==> config.mk <==
export PLATFORM = sky130hd
export DESIGN_NAME = traffic_light_controller_timed
export DESIGN_NICKNAME = d
export VERILOG_FILES = /design/src/rtl/traffic_light_controller_timed.sv
export SDC_FILE = /design/constraint.sdc
export NUM_CORES = 1
export LEC_CHECK = 0
export CAP_MARGIN = 20
export CORE_MARGIN = 2
export CORE_UTILIZATION = 58
export DETAILED_ROUTE_END_ITERATION = 10
export GPL_ROUTABILITY_DRIVEN = 0
export PLACE_DENSITY = 0.91
export SYNTH_ARGS = -nofsm -noshare
export SYNTH_HDL_FRONTEND = slang
export SYNTH_SLANG_ARGS = --single-unit
==> constraint.sdc <==
create_clock -name clk -period 5.2 [get_ports clk]
set_clock_uncertainty 0.05 [all_clocks]
set_input_delay 1.3 -clock clk [delete_from_list [all_inputs] [get_ports clk]]
set_output_delay 1.3 -clock clk [all_outputs]
set_load 0.05 [all_outputs]
==> src/rtl/traffic_light_controller_timed.sv <==
`default_nettype none
// ============================================================================
// Module  : traffic_light_controller_timed
// Brief   : Highway/country intersection controller with cycle-counted phases
//           and a maintenance flash mode.
// Revision: 1.0 - initial release
// ============================================================================
module traffic_light_controller_timed #(
    parameter int CNT_W          = 8,
    parameter int Y2R_DELAY      = 3,
    parameter int R2G_DELAY      = 2,
    parameter int MIN_GREEN_HWY  = 4,
    parameter int MAX_GREEN_CTRY = 8,
    parameter int FLASH_HALF     = 4
) (
    input  logic       clk,
    input  logic       clear,
    input  logic       x,
    input  logic       maint,
    output logic [1:0] highway_road,
    output logic [1:0] country_road,
    output logic [2:0] state_o
);

    typedef enum logic [2:0] {
        S0_HWY_GREEN   = 3'd0,
        S1_HWY_YELLOW  = 3'd1,
        S2_ALL_RED_A   = 3'd2,
        S3_CTRY_GREEN  = 3'd3,
        S4_CTRY_YELLOW = 3'd4,
        S5_ALL_RED_B   = 3'd5,
        S6_FLASH       = 3'd6
    } state_t;

    localparam logic [1:0] c_red    = 2'd0;
    localparam logic [1:0] c_yellow = 2'd1;
    localparam logic [1:0] c_green  = 2'd2;
    localparam logic [1:0] c_off    = 2'd3;

    localparam logic [CNT_W-1:0] c_min_hwy  = CNT_W'(MIN_GREEN_HWY - 1);
    localparam logic [CNT_W-1:0] c_y2r      = CNT_W'(Y2R_DELAY - 1);
    localparam logic [CNT_W-1:0] c_r2g      = CNT_W'(R2G_DELAY - 1);
    localparam logic [CNT_W-1:0] c_max_ctry = CNT_W'(MAX_GREEN_CTRY - 1);
    localparam logic [CNT_W-1:0] c_flash    = CNT_W'(FLASH_HALF - 1);
    localparam logic [CNT_W-1:0] c_tmr_max  = {CNT_W{1'b1}};

    state_t           r_state;
    state_t           w_next;
    logic [CNT_W-1:0] r_timer;
    logic             r_flash_ph;

    always_ff @(posedge clk) begin
        if (clear) begin
            r_state    <= S0_HWY_GREEN;
            r_timer    <= '0;
            r_flash_ph <= 1'b0;
        end else begin
            r_state <= w_next;
            if (w_next != r_state) begin
                r_timer    <= '0;
                r_flash_ph <= 1'b0;
            end else if (r_state == S6_FLASH) begin
                // Flash half-period: wrap the timer and swap lamp phase.
                if (r_timer == c_flash) begin
                    r_timer    <= '0;
                    r_flash_ph <= ~r_flash_ph;
                end else begin
                    r_timer <= r_timer + 1'b1;
                end
            end else if (r_timer != c_tmr_max) begin
                r_timer <= r_timer + 1'b1;
            end
        end
    end

    always_comb begin
        w_next = r_state;
        case (r_state)
            S0_HWY_GREEN:   if (x && (r_timer >= c_min_hwy))       w_next = S1_HWY_YELLOW;
            S1_HWY_YELLOW:  if (r_timer == c_y2r)                  w_next = S2_ALL_RED_A;
            S2_ALL_RED_A:   if (r_timer == c_r2g)                  w_next = S3_CTRY_GREEN;
            S3_CTRY_GREEN:  if (!x || (r_timer == c_max_ctry))     w_next = S4_CTRY_YELLOW;
            S4_CTRY_YELLOW: if (r_timer == c_y2r)                  w_next = S5_ALL_RED_B;
            S5_ALL_RED_B:   if (r_timer == c_r2g)                  w_next = S0_HWY_GREEN;
            S6_FLASH:       if (!maint)                            w_next = S5_ALL_RED_B;
            default:                                               w_next = S5_ALL_RED_B;
        endcase
        // Maintenance wins over any phase change, but an illegal code still recovers via all-red.
        if (maint && (r_state <= S5_ALL_RED_B))
            w_next = S6_FLASH;
    end

    always_comb begin
        highway_road = c_red;
        country_road = c_red;
        case (r_state)
            S0_HWY_GREEN:   highway_road = c_green;
            S1_HWY_YELLOW:  highway_road = c_yellow;
            S3_CTRY_GREEN:  country_road = c_green;
            S4_CTRY_YELLOW: country_road = c_yellow;
            S6_FLASH: begin
                highway_road = r_flash_ph ? c_off : c_yellow;
                country_road = r_flash_ph ? c_off : c_red;
            end
            default: begin
                highway_road = c_red;
                country_road = c_red;
            end
        endcase
    end

    assign state_o = r_state;

endmodule
`default_nettype wire
**Word-level counts from Yosys, hierarchy flattened**

Index checks and enable logic that the tools add are counted.

- Flip-flop bits (word level): 12
- Input port bits: 4
- Output and inout bits: 7
- Word-level logic and storage cells: 43

- Add/subtract/negate cells: 1
- Magnitude comparators: 2
- Equality and inequality tests: 12
- Mux-type cells: 16
- Bitwise operators: 1
- Reductions and logical operators: 8

Operator list:

| operator | number |
|---|---|
| $mux 3 | 8 |
| $mux 8 | 3 |
| $pmux 3 s7 | 1 |
| $eq 8x2->1 const B | 2 |
| $pmux 2 s3 | 2 |
| $eq 3x3->1 const B | 3 |
| $add 8x1->8 const B | 1 |
| $eq 8x1->1 const B | 1 |
| $eq 8x3->1 const B | 1 |
| $ge 8x2->1 const B | 1 |
| $ne 8x8->1 const B | 1 |
| $eq 3x2->1 const B | 2 |
| $mux 2 | 2 |
| $eq 3x1->1 const B | 1 |
| $le 3x3->1 const B | 1 |
| $logic_not 3->1 | 1 |
| $ne 3x3->1 | 1 |
| $logic_and 1x1->1 | 2 |
| $reduce_and 2->1 | 1 |
| $reduce_bool 2->1 | 1 |
| $reduce_or 2->1 | 1 |
| $logic_not 1->1 | 1 |
| $logic_or 1x1->1 | 1 |
| $not 1->1 | 1 |

**Logic depth before layout (Yosys ltp)**

- Word-level depth: 7
- Mapped depth: 7
- Gate-level depth less buffers: 7

**Worst setup path after synthesis**

No wires, ideal clock.

- Path type: flip-flop to output port
- Start: reg r_state[0] (netlist: state_o[0])
- End: out country_road[1]
- Data arrival time: 2.373 ns
- Data required time: 3.850 ns
- Slack: 1.477 ns
- Cell stages (with the launch flop): 5
- Path buffers: 2
- Path through: dfxtp_1 -> buf_2 -> buf_1 -> nand2b_1 -> a21boi_0

- Cells in the longest elaborated chain, start to end: 2
- Elaborated cells between the ends (all ways): 4
- Classes of those cells: eq/ne (3); mux (1)

RTL lines:

| item | RTL line | text |
|---|---|---|
| start: declaration | 47 | `state_t r_state;` |
| start signal: assignment | 58 | `r_state <= w_next;` |
| $eq 3x3->1 or $eq 3x2->1 (tied branches) | 96 | `case (r_state)` |
| $pmux 2 s3 * | 96 |  |
| end: declaration | 21 | `output logic [1:0] country_road,` |

Mark *: on every way between the ends. The rest lies on a longest branch, timed or not.

**Final worst setup path**

- Start: reg r_state[1] (netlist: state_o[1])
- End: out highway_road[0]

- Cells in the longest elaborated chain, start to end: 2
- Elaborated cells between the ends (all ways): 4
- Classes of those cells: eq/ne (2); mux (1); reduce/logical (1)

RTL lines:

| item | RTL line | text |
|---|---|---|
| $eq 3x3->1, or another cell as far along | 96 |  |
| $pmux 2 s3 * | 96 |  |
| end: declaration | 20 | `output logic [1:0] highway_road,` |

Marked as above.

==> flow_metrics.tcl <==
set metrics [dict create \
    via_count 897 \
    final_common_cell "dfxtp_1" \
    syn_nets 117 \
    synthArstFlopShare_pct 0 \
    synthDistinctLibCells 44 \
    grtUsageMet2_pct 40.9 \
    report.final.slew_viol_count 0 \
    clkLatencyLatePin_ns 0.29 \
    dpl_cell_area_sq_um 998 \
    ys_seq_elements 12 \
    grt_usage_pct 24.2 \
    place_ws_ns 1.73 \
    tns_ns 0 \
    initial_core_util_pct 61.1 \
    ys_warn_count 0 \
    setup_ws_ns 1.46 \
    clkTransAtPathRegs_ns 0.09 \
    post-route-period-util_pct 71.9 \
    worstMarginPinSlew_ns 0.723 \
    synthFlopType "dfxtp_1" \
    area_delta_synth_final_pct 15.2 \
    p_leak_uw 0.000349 \
    rsz0062_at_grt "false" \
    final_area_sq_um 1030 \
    crit_path_max_fanout 17 \
    grt_first_pass_wirelength_microns 3410 \
    cts_sinks 12 \
    finalWirelength_microns 2130 \
    drv_cap 0 \
    antenna_left 0 \
    gr-usage-met1_pct 30.6 \
    synth_edf_count 0 \
    dieArea_sq_um 1880 \
    routed_via_density 6.64 \
    comb_power_share_pct 21.9 \
    routedWlPerCell_microns 15.7 \
    cts_setup_buffers 0 \
    die_w_microns 43.4 \
    period_minus_slack_ns 3.74 \
    dpl.hpwl_microns 1510 \
    clockBufferDepth 2 \
    ir_drop_mv 0.173 \
    grt_pass1_vias 810 \
    syn_avg_cell_area_sq_um 8.17 \
    final_cell_mix "dfxtp_1, nand2_1, nor3_1, clkdlybuf4s50_1, nor2_1" \
    seqPwrFrac_pct 43.9 \
    cts_root_buffer "clkbuf_4" \
    slew_headroom_pct 51.8 \
    hold_path_class "flop to flop" \
    dieHeight_microns 43.4 \
    max_freq_mhz 267 \
    drtIter0Drc 32 \
    drive_gt1_share_pct 7.56 \
    grt-ovfl-total 0 \
    synth_cells 110 \
    p_sw_share_pct 32.3 \
    grt_max_degree 21 \
    core_sq_um 1470 \
    cp-start-kind "flop" \
    antenna_cells 0 \
    fillers 126 \
    pwr-share-clk_pct 34.2 \
    final_core_utilization_pct 70.3 \
    fin_hold_ws_ns 0.481 \
    cts_tree "yes" \
    yosysSeqAreaShare_pct 26.7 \
    numCtsBuffers 3 \
    ios 11 \
    route.detailed.drc 0 \
    outcome "completed" \
    grt_antenna_before_repair 0 \
    powerDensity_nw_per_um2 225 \
    final_nets 127 \
    cp.arrival_ns 2.39 \
    rows 14 \
    drt_pass1_iterations 4 \
    worstPathRequired_ns 3.85 \
    switchingPower_uw 75.1 \
    gr-usage-met3_pct 2.50 \
    hold_viol 0 \
    setup_viol 0 \
    htree_levels 1 \
    path_class "flop to output port" \
    p_int_uw 158 \
    ctsResizeCount 0 \
    syn_area_sq_um 898 \
    gr-max-usage-layer "met2" \
    crit_path_end_kind "output port" \
    io_buffer_count 10 \
    cts_hold_buf 0 \
]
routing by layer:
layer	part of all wire (%)	up-vias	wire, microns
li1	-	439	-
met1	45	417	953
met2	48	36	1030
met3	4.9	5	105
met4	1.8	0	38
met5	0	-	0
critical path: stages (launching register included):
cell             delay, ns
dfxtp_1               0.64
nand2_1               0.31
nor2_1                0.25
a21o_1                0.11
clkdlybuf4s50_1       0.79
final timing paths:
check	startpoint	end	slack (ns)	cells past startpoint
setup / recovery	state_o[1]	highway_road[0]	1.46	4
hold / removal	r_timer[0]	r_timer[0]	0.48	2
setup reg to reg	state_o[0]	r_timer[3]	2.92	5
hold reg to reg	r_timer[0]	r_timer[0]	0.48	2
sequential cells by signal, summed over array words and instances, names as in the netlist:
name	flops
r_flash_ph	1
r_timer	8
state_o	3
metrics by stage:
| step | total power, uW | instances |
|---|---|---|
| floorplan | 139 | 110 |
| global placement | 153 | 131 |
| detailed placement | 155 | 131 |
| CTS | 233 | 135 |
| global route | 240 | 135 |
| finish | 233 | 135 |
area by class of cell:
class	count	area, sq um	area share [%]
repair buffers	10	100	9.67
flip-flops and latches	12	240	23.2
inverters	3	11.3	1.09
well taps	16	20.0	1.93
multi-input cells	90	627	60.6
clock buffers	4	36.3	3.51
power by group through the flow:
| stage | combinational (uW) | sequential, uW | clock (uW) |
|---|---|---|---|
| after floorplan | 34.6 | 105 | 0 |
| after global routing | 54.3 | 103 | 82.4 |
| final | 51.0 | 102 | 79.6 |
| after CTS | 50.8 | 102 | 79.8 |
| after global placement | 49.4 | 104 | 0 |
| after detailed placement | 50.7 | 104 | 0 |
synth_stat cells (all sizes together), types with 2 or more instances:
master  number  area share (%)
o211ai       2             1.7
a21boi       2             1.7
xor2         3             2.9
o21bai       2             1.7
nand3b       2             1.7
and2         3             2.1
a21o         2             1.7
buf          2            0.97
nor3        10             5.6
ha           3             4.2
clkbuf       3             1.3
nor2         6             2.5
inv          3             1.3
a21oi        5             2.8
o21ai        3             1.7
a31oi        5             3.5
nor2b        2             1.4
or3          3             2.6
nand3        4             2.2
nand2       10             4.2
a211oi       3             2.5
dfxtp       12              27
nor3b        2             1.7
kinds of logic after synthesis:
family          share of synthesized area, %
buf+inv                                 3.48
flops                                   26.7
xor+xnor                                2.93
compound gates                          32.9
simple gates                            28.7
mux                                     1.11
fa+ha+maj                               4.18
No activity file was read; power rests on OpenSTA's default activity.
